File: src/rtl/sram_ctrl_pkg.sv
// ---------------------------------------------------------------------------
// sram_ctrl_pkg: shared types and constants for the SRAM RMW controller. Rev 1.0
// ---------------------------------------------------------------------------
`default_nettype none

package sram_ctrl_pkg;

  localparam int DATA_WIDTH_DEF = 32;
  localparam int ADDR_WIDTH_DEF = 5;
  localparam int STAT_WIDTH     = 16;

  typedef enum logic [2:0] {
    IDLE = 3'd0,
    RD   = 3'd1,
    RDW  = 3'd2,
    WR   = 3'd3,
    RESP = 3'd4
  } state_t;

  function automatic int be_width(input int data_width);
    return data_width / 8;
  endfunction

endpackage

`default_nettype wire

File: src/rtl/sram_rmw_ctrl_if.sv
// ---------------------------------------------------------------------------
// sram_rmw_ctrl_if: core request/response channel (master = core). Rev 1.0
// ---------------------------------------------------------------------------
`default_nettype none

interface sram_rmw_ctrl_if
  import sram_ctrl_pkg::*;
#(
  parameter int DATA_WIDTH = DATA_WIDTH_DEF,
  parameter int ADDR_WIDTH = ADDR_WIDTH_DEF
);
  localparam int BE_WIDTH = be_width(DATA_WIDTH);

  logic                  req_valid;
  logic                  req_ready;
  logic                  req_we;
  logic [ADDR_WIDTH-1:0] req_addr;
  logic [BE_WIDTH-1:0]   req_be;
  logic [DATA_WIDTH-1:0] req_wdata;
  logic                  rsp_valid;
  logic                  rsp_ready;
  logic [DATA_WIDTH-1:0] rsp_rdata;

  modport master (
    output req_valid, req_we, req_addr, req_be, req_wdata, rsp_ready,
    input  req_ready, rsp_valid, rsp_rdata
  );

  modport slave (
    input  req_valid, req_we, req_addr, req_be, req_wdata, rsp_ready,
    output req_ready, rsp_valid, rsp_rdata
  );
endinterface

`default_nettype wire

File: src/rtl/sram_byte_merge.sv
// ---------------------------------------------------------------------------
// sram_byte_merge: per-byte select of new over old word under byte enables. Rev 1.0
// ---------------------------------------------------------------------------
`default_nettype none

module sram_byte_merge
  import sram_ctrl_pkg::*;
#(
  parameter  int DATA_WIDTH = DATA_WIDTH_DEF,
  localparam int BE_WIDTH   = be_width(DATA_WIDTH)
) (
  input  logic [DATA_WIDTH-1:0] old_word,
  input  logic [DATA_WIDTH-1:0] new_word,
  input  logic [BE_WIDTH-1:0]   be,
  output logic [DATA_WIDTH-1:0] merged
);

  for (genvar i = 0; i < BE_WIDTH; i++) begin : g_byte
    assign merged[8*i +: 8] = be[i] ? new_word[8*i +: 8] : old_word[8*i +: 8];
  end

endmodule

`default_nettype wire

File: src/rtl/sram_rmw_ctrl.sv
// ---------------------------------------------------------------------------
// sram_rmw_ctrl: load/store front end for a maskless single-port SRAM, doing
// read-modify-write for partial stores. Optional: SRAM_RMW_STATS_EN. Rev 1.0
// ---------------------------------------------------------------------------
`default_nettype none

module sram_rmw_ctrl
  import sram_ctrl_pkg::*;
#(
  parameter int DATA_WIDTH = DATA_WIDTH_DEF,
  parameter int ADDR_WIDTH = ADDR_WIDTH_DEF
) (
  input  logic                  clk0,
  input  logic                  rst_n,
  sram_rmw_ctrl_if.slave        bus,
  output logic                  csb0,
  output logic                  web0,
  output logic [ADDR_WIDTH-1:0] addr0,
  output logic [DATA_WIDTH-1:0] din0,
  input  logic [DATA_WIDTH-1:0] dout0
`ifdef SRAM_RMW_STATS_EN
  ,
  output logic [STAT_WIDTH-1:0] stat_rd,
  output logic [STAT_WIDTH-1:0] stat_wr,
  output logic [STAT_WIDTH-1:0] stat_rmw
`endif
);

  localparam int BE_WIDTH = be_width(DATA_WIDTH);

  state_t                r_state;
  state_t                w_next;
  logic                  r_we;
  logic [ADDR_WIDTH-1:0] r_addr;
  logic [BE_WIDTH-1:0]   r_be;
  logic [DATA_WIDTH-1:0] r_wdata;
  logic [DATA_WIDTH-1:0] r_din;
  logic [DATA_WIDTH-1:0] r_rdata;
  logic [DATA_WIDTH-1:0] w_merged;

  sram_byte_merge #(.DATA_WIDTH(DATA_WIDTH)) u_merge (
    .old_word (dout0),
    .new_word (r_wdata),
    .be       (r_be),
    .merged   (w_merged)
  );

  // SRAM strobes decode from r_state only, so req_* never reaches the macro combinationally.
  always_comb begin
    w_next        = r_state;
    bus.req_ready = 1'b0;
    bus.rsp_valid = 1'b0;
    csb0          = 1'b1;
    web0          = 1'b1;
    case (r_state)
      IDLE: begin
        bus.req_ready = 1'b1;
        if (bus.req_valid) begin
          if (!bus.req_we)           w_next = RD;
          else if (&bus.req_be)      w_next = WR;
          else if (bus.req_be == '0) w_next = RESP;
          else                       w_next = RD;
        end
      end
      RD: begin
        csb0   = 1'b0;
        w_next = RDW;
      end
      RDW:  w_next = r_we ? WR : RESP;
      WR: begin
        csb0   = 1'b0;
        web0   = 1'b0;
        w_next = RESP;
      end
      RESP: begin
        bus.rsp_valid = 1'b1;
        if (bus.rsp_ready) w_next = IDLE;
      end
      default: w_next = IDLE;
    endcase
  end

  always_ff @(posedge clk0) begin
    if (!rst_n) begin
      r_state <= IDLE;
      r_we    <= 1'b0;
      r_addr  <= '0;
      r_be    <= '0;
      r_wdata <= '0;
      r_din   <= '0;
      r_rdata <= '0;
    end else begin
      r_state <= w_next;
      case (r_state)
        IDLE: begin
          if (bus.req_valid) begin
            r_we    <= bus.req_we;
            r_addr  <= bus.req_addr;
            r_be    <= bus.req_be;
            r_wdata <= bus.req_wdata;
            r_rdata <= '0;
            if (bus.req_we) r_din <= bus.req_wdata;
          end
        end
        // dout0 settled at the preceding negedge; merge or return it now.
        RDW: begin
          if (r_we) r_din   <= w_merged;
          else      r_rdata <= dout0;
        end
        WR:      r_rdata <= '0;
        default: ;
      endcase
    end
  end

  assign addr0         = r_addr;
  assign din0          = r_din;
  assign bus.rsp_rdata = r_rdata;

`ifdef SRAM_RMW_STATS_EN
  always_ff @(posedge clk0) begin
    if (!rst_n) begin
      stat_rd  <= '0;
      stat_wr  <= '0;
      stat_rmw <= '0;
    end else if (r_state == RESP && bus.rsp_ready) begin
      if (!r_we) begin
        if (stat_rd != '1) stat_rd <= stat_rd + 1'b1;
      end else if (&r_be) begin
        if (stat_wr != '1) stat_wr <= stat_wr + 1'b1;
      end else if (r_be != '0) begin
        if (stat_rmw != '1) stat_rmw <= stat_rmw + 1'b1;
      end
    end
  end
`endif

endmodule

`default_nettype wire

File: src/flat_wrapper.sv
// flat-port wrapper written by rule: the top's interface ports become plain ports
module sram_rmw_ctrl_flat import sram_ctrl_pkg::*;
#(
  parameter int DATA_WIDTH = DATA_WIDTH_DEF,
  parameter int ADDR_WIDTH = ADDR_WIDTH_DEF
)
  (clk0, rst_n, csb0, web0, addr0, din0, dout0, bus_req_valid, bus_req_we, bus_req_addr, bus_req_be, bus_req_wdata, bus_rsp_ready, bus_req_ready, bus_rsp_valid, bus_rsp_rdata);
  sram_rmw_ctrl_if #(.DATA_WIDTH(DATA_WIDTH), .ADDR_WIDTH(ADDR_WIDTH)) bus_i ();
  input  logic clk0;
  input  logic rst_n;
  output logic csb0;
  output logic web0;
  output logic [ADDR_WIDTH-1:0] addr0;
  output logic [DATA_WIDTH-1:0] din0;
  input  logic [DATA_WIDTH-1:0] dout0;
  input wire logic [$bits(bus_i.req_valid)-1:0] bus_req_valid;
  input wire logic [$bits(bus_i.req_we)-1:0] bus_req_we;
  input wire logic [$bits(bus_i.req_addr)-1:0] bus_req_addr;
  input wire logic [$bits(bus_i.req_be)-1:0] bus_req_be;
  input wire logic [$bits(bus_i.req_wdata)-1:0] bus_req_wdata;
  input wire logic [$bits(bus_i.rsp_ready)-1:0] bus_rsp_ready;
  output wire logic [$bits(bus_i.req_ready)-1:0] bus_req_ready;
  output wire logic [$bits(bus_i.rsp_valid)-1:0] bus_rsp_valid;
  output wire logic [$bits(bus_i.rsp_rdata)-1:0] bus_rsp_rdata;
  assign bus_i.req_valid = bus_req_valid;
  assign bus_i.req_we = bus_req_we;
  assign bus_i.req_addr = bus_req_addr;
  assign bus_i.req_be = bus_req_be;
  assign bus_i.req_wdata = bus_req_wdata;
  assign bus_i.rsp_ready = bus_rsp_ready;
  assign bus_req_ready = bus_i.req_ready;
  assign bus_rsp_valid = bus_i.rsp_valid;
  assign bus_rsp_rdata = bus_i.rsp_rdata;
  sram_rmw_ctrl #(.DATA_WIDTH(DATA_WIDTH), .ADDR_WIDTH(ADDR_WIDTH)) u_core (.clk0(clk0), .rst_n(rst_n), .bus(bus_i), .csb0(csb0), .web0(web0), .addr0(addr0), .din0(din0), .dout0(dout0));
endmodule
File: config.mk
export PLATFORM = sky130hd
export DESIGN_NAME = sram_rmw_ctrl_flat
export DESIGN_NICKNAME = d
export VERILOG_FILES = /design/src/rtl/sram_ctrl_pkg.sv /design/src/rtl/sram_rmw_ctrl_if.sv /design/src/rtl/sram_byte_merge.sv /design/src/rtl/sram_rmw_ctrl.sv /design/src/flat_wrapper.sv
export SDC_FILE = /design/constraint.sdc
export NUM_CORES = 1
export LEC_CHECK = 0
export BUFFER_PORTS_ARGS = -buffer_cell sky130_fd_sc_hd__buf_2
export CAP_MARGIN = 20
export CORE_AREA = 5 5 88 131
export DETAILED_ROUTE_END_ITERATION = 8
export DIE_AREA = 0 0 93 136
export GPL_ROUTABILITY_DRIVEN = 0
export PLACE_DENSITY_LB_ADDON = 0.05
export SLEW_MARGIN = 20
export SYNTH_ARGS = -nofsm -noshare
export SYNTH_HDL_FRONTEND = slang
export SYNTH_SLANG_ARGS = --single-unit
export TNS_END_PERCENT = 5
File: constraint.sdc
create_clock -name clk0 -period 4.6 [get_ports clk0]
set_input_delay 0.23 -clock clk0 [delete_from_list [all_inputs] [get_ports clk0]]
set_output_delay 0.23 -clock clk0 [all_outputs]
set_load 0.005 [all_outputs]
== Yosys cells after proc, flatten, opt, wreduce, memory -nomap -nowiden ==
Cells that the tools add are included.

* Bits in registers: 109
* Input port bits: 78
* Output and inout port bits: 73

* Equal/unequal tests: 9
* Multiplexer cells: 22
* Reduce and logical (&&, ||, !) cells: 10

{| class="wikitable"
|+ Operators by type and width
! cell !! number
|-
| $mux W32 || 5
|-
| $pmux W32 S3 || 1
|-
| $pmux W32 S2 || 1
|-
| $mux W8 || 4
|-
| $mux W3 || 6
|-
| $pmux W3 S5 || 1
|-
| $ne A2 B2 Y1 const B || 4
|-
| $reduce_and A4 Y1 || 2
|-
| $eq A3 B2 Y1 const B || 2
|-
| $logic_not A4 Y1 || 1
|-
| $mux W1 || 4
|-
| $reduce_and A2 Y1 || 2
|-
| $eq A3 B1 Y1 const B || 1
|-
| $eq A3 B3 Y1 const B || 1
|-
| $logic_not A3 Y1 || 1
|-
| $reduce_and A3 Y1 || 1
|-
| $reduce_bool A3 Y1 || 1
|-
| $ne A2 B1 Y1 const B || 1
|-
| $reduce_bool A2 Y1 || 1
|-
| $reduce_or A2 Y1 || 1
|}

== Longest topological paths before layout ==
* Depth in word-level cells: 6
* Mapped depth: 7
* Gate-level depth less buffers: 4

== Cells and area by module ==
Synthesis repeated with hierarchy kept, for this count alone.

* Cell total of the unflattened synthesis: 534
* Area, all modules: 5,107.4 µm²

{| class="wikitable"
|+ Modules (own cells, without submodules)
! module !! instances !! cells an instance !! area each (µm²) !! sequential area each (µm²)
|-
| sram_rmw_ctrl || 1 || 498 || 4,581.9 || 2,182.1
|-
| sram_byte_merge || 1 || 36 || 525.5 || 0.0
|}

== Worst setup path before layout ==
No wires, ideal clock.

* Path type: register to register
* Start: register u_core.r_state[0]
* End: register u_core.r_rdata[0], in the netlist u_core.bus.rsp_rdata[0]
* Library setup time: 117 ps
* Arrival: 1,363 ps
* Setup slack: 3,120 ps
* Stages on the path, launching flop included: 7
* Clock period less this slack: 1,480 ps
* Cells stage by stage: dfxtp_1 buf_4 or3b_4 o21ai_2 a21oi_2 buf_6 a22o_1

* Word-level cells in the longest chain between the ends: 3
* Elaborated cells on any way between the ends: 8

{| class="wikitable"
|+ Ends and longest elaborated chain
! element !! line !! text
|-
| from (decl) || sram_rmw_ctrl.sv:31 || <nowiki>state_t r_state;</nowiki>
|-
| from (signal assigned) || sram_rmw_ctrl.sv:93 || <nowiki>r_state <= w_next;</nowiki>
|-
| $eq A3 B2 Y1 or $logic_not A3 Y1 (tied branches) || sram_rmw_ctrl.sv:94 || <nowiki>case (r_state)</nowiki>
|-
| $ne A2 B2 Y1 (no source line) or $reduce_bool A3 Y1 (tied branches) || - ||
|-
| $reduce_and A3 Y1 (no source line) || - ||
|-
| to (signal assigned) || sram_rmw_ctrl.sv:108 || <nowiki>else r_rdata <= dout0;</nowiki>
|-
| to (decl) || sram_rmw_ctrl.sv:38 || <nowiki>logic [DATA_WIDTH-1:0] r_rdata;</nowiki>
|}

Several ways; a longest one is shown, not always the timed one.
A chain may end at the register's enable or synchronous reset.

== Final worst setup path ==
* Start: register u_core.r_state[2]
* End: register u_core.r_wdata[23]

* Word-level cells in the longest chain between the ends: 2

{| class="wikitable"
|+ Ends and longest elaborated chain
! element !! line !! text
|-
| $logic_not A3 Y1 || sram_rmw_ctrl.sv:94 ||
|-
| $reduce_and A2 Y1 (no source line) || - ||
|-
| to (signal assigned) || sram_rmw_ctrl.sv:100 || <nowiki>r_wdata <= bus.req_wdata;</nowiki>
|-
| to (decl) || sram_rmw_ctrl.sv:36 || <nowiki>logic [DATA_WIDTH-1:0] r_wdata;</nowiki>
|}

No other way between the ends.

==> flow_metrics.tcl <==
set metrics [dict create \
    worst_pin_slew_ns 1.03 \
    hp-class "in -> reg" \
    utilization 0.537 \
    die-area_um2 12600 \
    yosysMostFrequentCell "dfxtp_1" \
    vias 3869 \
    syn_nets 549 \
    cts_sinks 109 \
    async_flop_share 0 \
    dp_hpwl_um 8240 \
    synth_common_cells "dfxtp_1 (109), nand2_1 (88), nor2_1 (69)" \
    grt_max_degree 76 \
    antenna_found_initial 0 \
    drive_above_1_share 0.348 \
    drc_errors 0 \
    fill_cells 1000 \
    slew_headroom 0.310 \
    drt_wl_total_um 12500 \
    max_freq_mhz 503 \
    synthMuxAreaShare 0.0707 \
    max_cap_viol_count 0 \
    netlist_area_um2 4530 \
    synth_edf_count 0 \
    yosysTopAreaCell "dfxtp_1" \
    drt-wirelength-per-cell_um 17.4 \
    die_h_um 136 \
    cp-end-kind "flop" \
    synth_top_family_by_area "compound AO/OA/AOI/OAI gates" \
    cts_tree "built" \
    clockBufferDepth 2 \
    ys_top_cells_by_area "dfxtp_1 (48%), a221oi_2 (9.9%), nand2_1 (7.3%), mux2i_1 (7.1%), a22o_1 (6.4%)" \
    clk_latency_ns 0.34 \
    ys_seq_area_frac 0.482 \
    ir_drop_mv 0.199 \
    initial_core_util 0.437 \
    hold_violations 0 \
    synth.distinct_cells 34 \
    cp.required_ns 4.87 \
    viasPerCell 5.37 \
    nets 675 \
    synth_area_per_cell_um2 9.61 \
    cts_inserted_buffers 9 \
    hold_depth 2 \
    criticalPathCategory "reg -> reg" \
    critPathMaxStageDelay_ns 0.85 \
    power_density_nw_per_um2 404 \
    placedCellCount 705 \
    dr.pass1.iters 5 \
    leakagePower_nw 2.43 \
    status "complete, no violations" \
    synth_warnings 0 \
    setup_violations 0 \
    num_rows 46 \
    finalSetupTns_ns 0 \
    htree_levels 3 \
    synth_cells 471 \
    synth_seq_cells 109 \
    holdBufCountCts 0 \
    grt_pass1_vias 3882 \
    min_period_over_period 0.432 \
    arrival_ns 2.26 \
    cp_cell_sequence "nor3_2 -> and2_2 -> nand2_1 -> a21oi_1" \
    fp.dieW_um 93 \
    io_buffer_count 150 \
    yosys.area_share.simple 0.157 \
    crit_path_start_kind "flop" \
    synth_compound_area_frac 0.228 \
    overflow 0 \
    num_antenna_cells 0 \
    cts_resized 0 \
    drv_slew 0 \
    synth_flop_cell "dfxtp_1" \
    finClkSkew_ns 0.00630 \
    io_pins 151 \
    worstPathMaxFanout 41 \
    clkTransAtPathRegs_ns 0.07 \
    area_growth_pct 22.8 \
    reg2reg_depth 4 \
    ant_nets 0 \
    synthAdderAreaFrac 0 \
    postPlaceCellArea_um2 5230 \
    track_usage 0.197 \
    fin_cells 721 \
    drt_iter0_drc 150 \
    core_um2 10400 \
    cts_setup_buffers 0 \
    rsz0062_at_grt "false" \
    cts_root_buf "clkbuf_16" \
    grt_pass1_wl_um 19900 \
    final_area_um2 5560 \
    synth_top_area_frac 0.482 \
    finalCriticalPeriod_ns 1.99 \
    synthXorXnorAreaFrac 0 \
    cpMaxStageDelayCell "and2_2" \
]
final timing paths:
path	from	end	slack (ns)
worst max register to register	u_core.r_state[2]	u_core.r_wdata[23]	2.61
worst min register to register	u_core.addr0[4]	u_core.addr0[4]	0.45
worst min-delay path	dout0[27]	u_core.bus.rsp_rdata[27]	0.12
worst max-delay path	u_core.r_state[2]	u_core.r_wdata[23]	2.61
area by class of cell:
type	instances	area, um2	area share
clock inverter	4	72.6	0.0131
multi-input combinational	318	2090	0.376
timing repair buffer	154	805	0.145
clock buffer	11	243	0.0437
tap	120	150	0.0270
sequential	109	2180	0.392
inverter	5	18.8	0.00338
stage by stage:
stage                     worst slack, ns  hold slack (ns)  power [W]
after CTS                            2.43            0.108    0.00228
after floorplan                      3.12            0.363    0.00133
after global routing                 2.40            0.120    0.00236
final                                2.61            0.121    0.00225
after detailed placement             2.44            0.443    0.00145
after global placement               2.45            0.438    0.00144
cells in the final DEF, fill, tap and decap left out, types with 4 or more instances in the layout:
master,synthesis,routed
a21oi_1,43,43
a221oi_2,30,30
a22o_1,33,33
buf_2,10,150
clkbuf_16,0,9
dfxtp_1,109,109
inv_1,5,4
mux2i_1,32,32
nand2_1,88,87
nor2_1,69,69
sequential cells by signal, indices dropped and copies added (netlist names):
| register | cells |
|---|---|
| u_core.bus.rsp_rdata | 32 |
| u_core.din0 | 32 |
| u_core.r_be | 4 |
| u_core.r_state | 3 |
| u_core.r_we | 1 |
| u_core.r_wdata | 32 |
| u_core.addr0 | 5 |
layer usage:
metal | vias up | wire length (um) | part of all wire | track usage
met4 | 0 | 157 | 0.013 | 0.0570
met5 | - | 0 | 0 | 0
met2 | 108 | 6270 | 0.50 | 0.339
met3 | 9 | 629 | 0.050 | 0.0404
li1 | 1904 | - | - | -
met1 | 1848 | 5480 | 0.44 | 0.248
cell families after synthesis:
family / count (synthesis)
buffers and inverters: 44
and+or+nand+nor: 171
DFF: 109
muxes: 32
AOI/OAI and AO/OA: 115
critical path: cells and delay by family (launching register included):
family | cells | cell delay [ns]
and+or+nand+nor | 3 | 1.35
AOI/OAI and AO/OA | 1 | 0.15
DFF | 1 | 0.41
power breakdown:
group	total (W)	leakage, nW	switching (W)	internal (W)
logic	0.000358	1.39	0.000203	0.000155
registers	0.00106	0.889	0.0000564	0.00101
clock network	0.000827	0.152	0.000338	0.000489
Note: power is estimated with default switching activity, not from simulation.
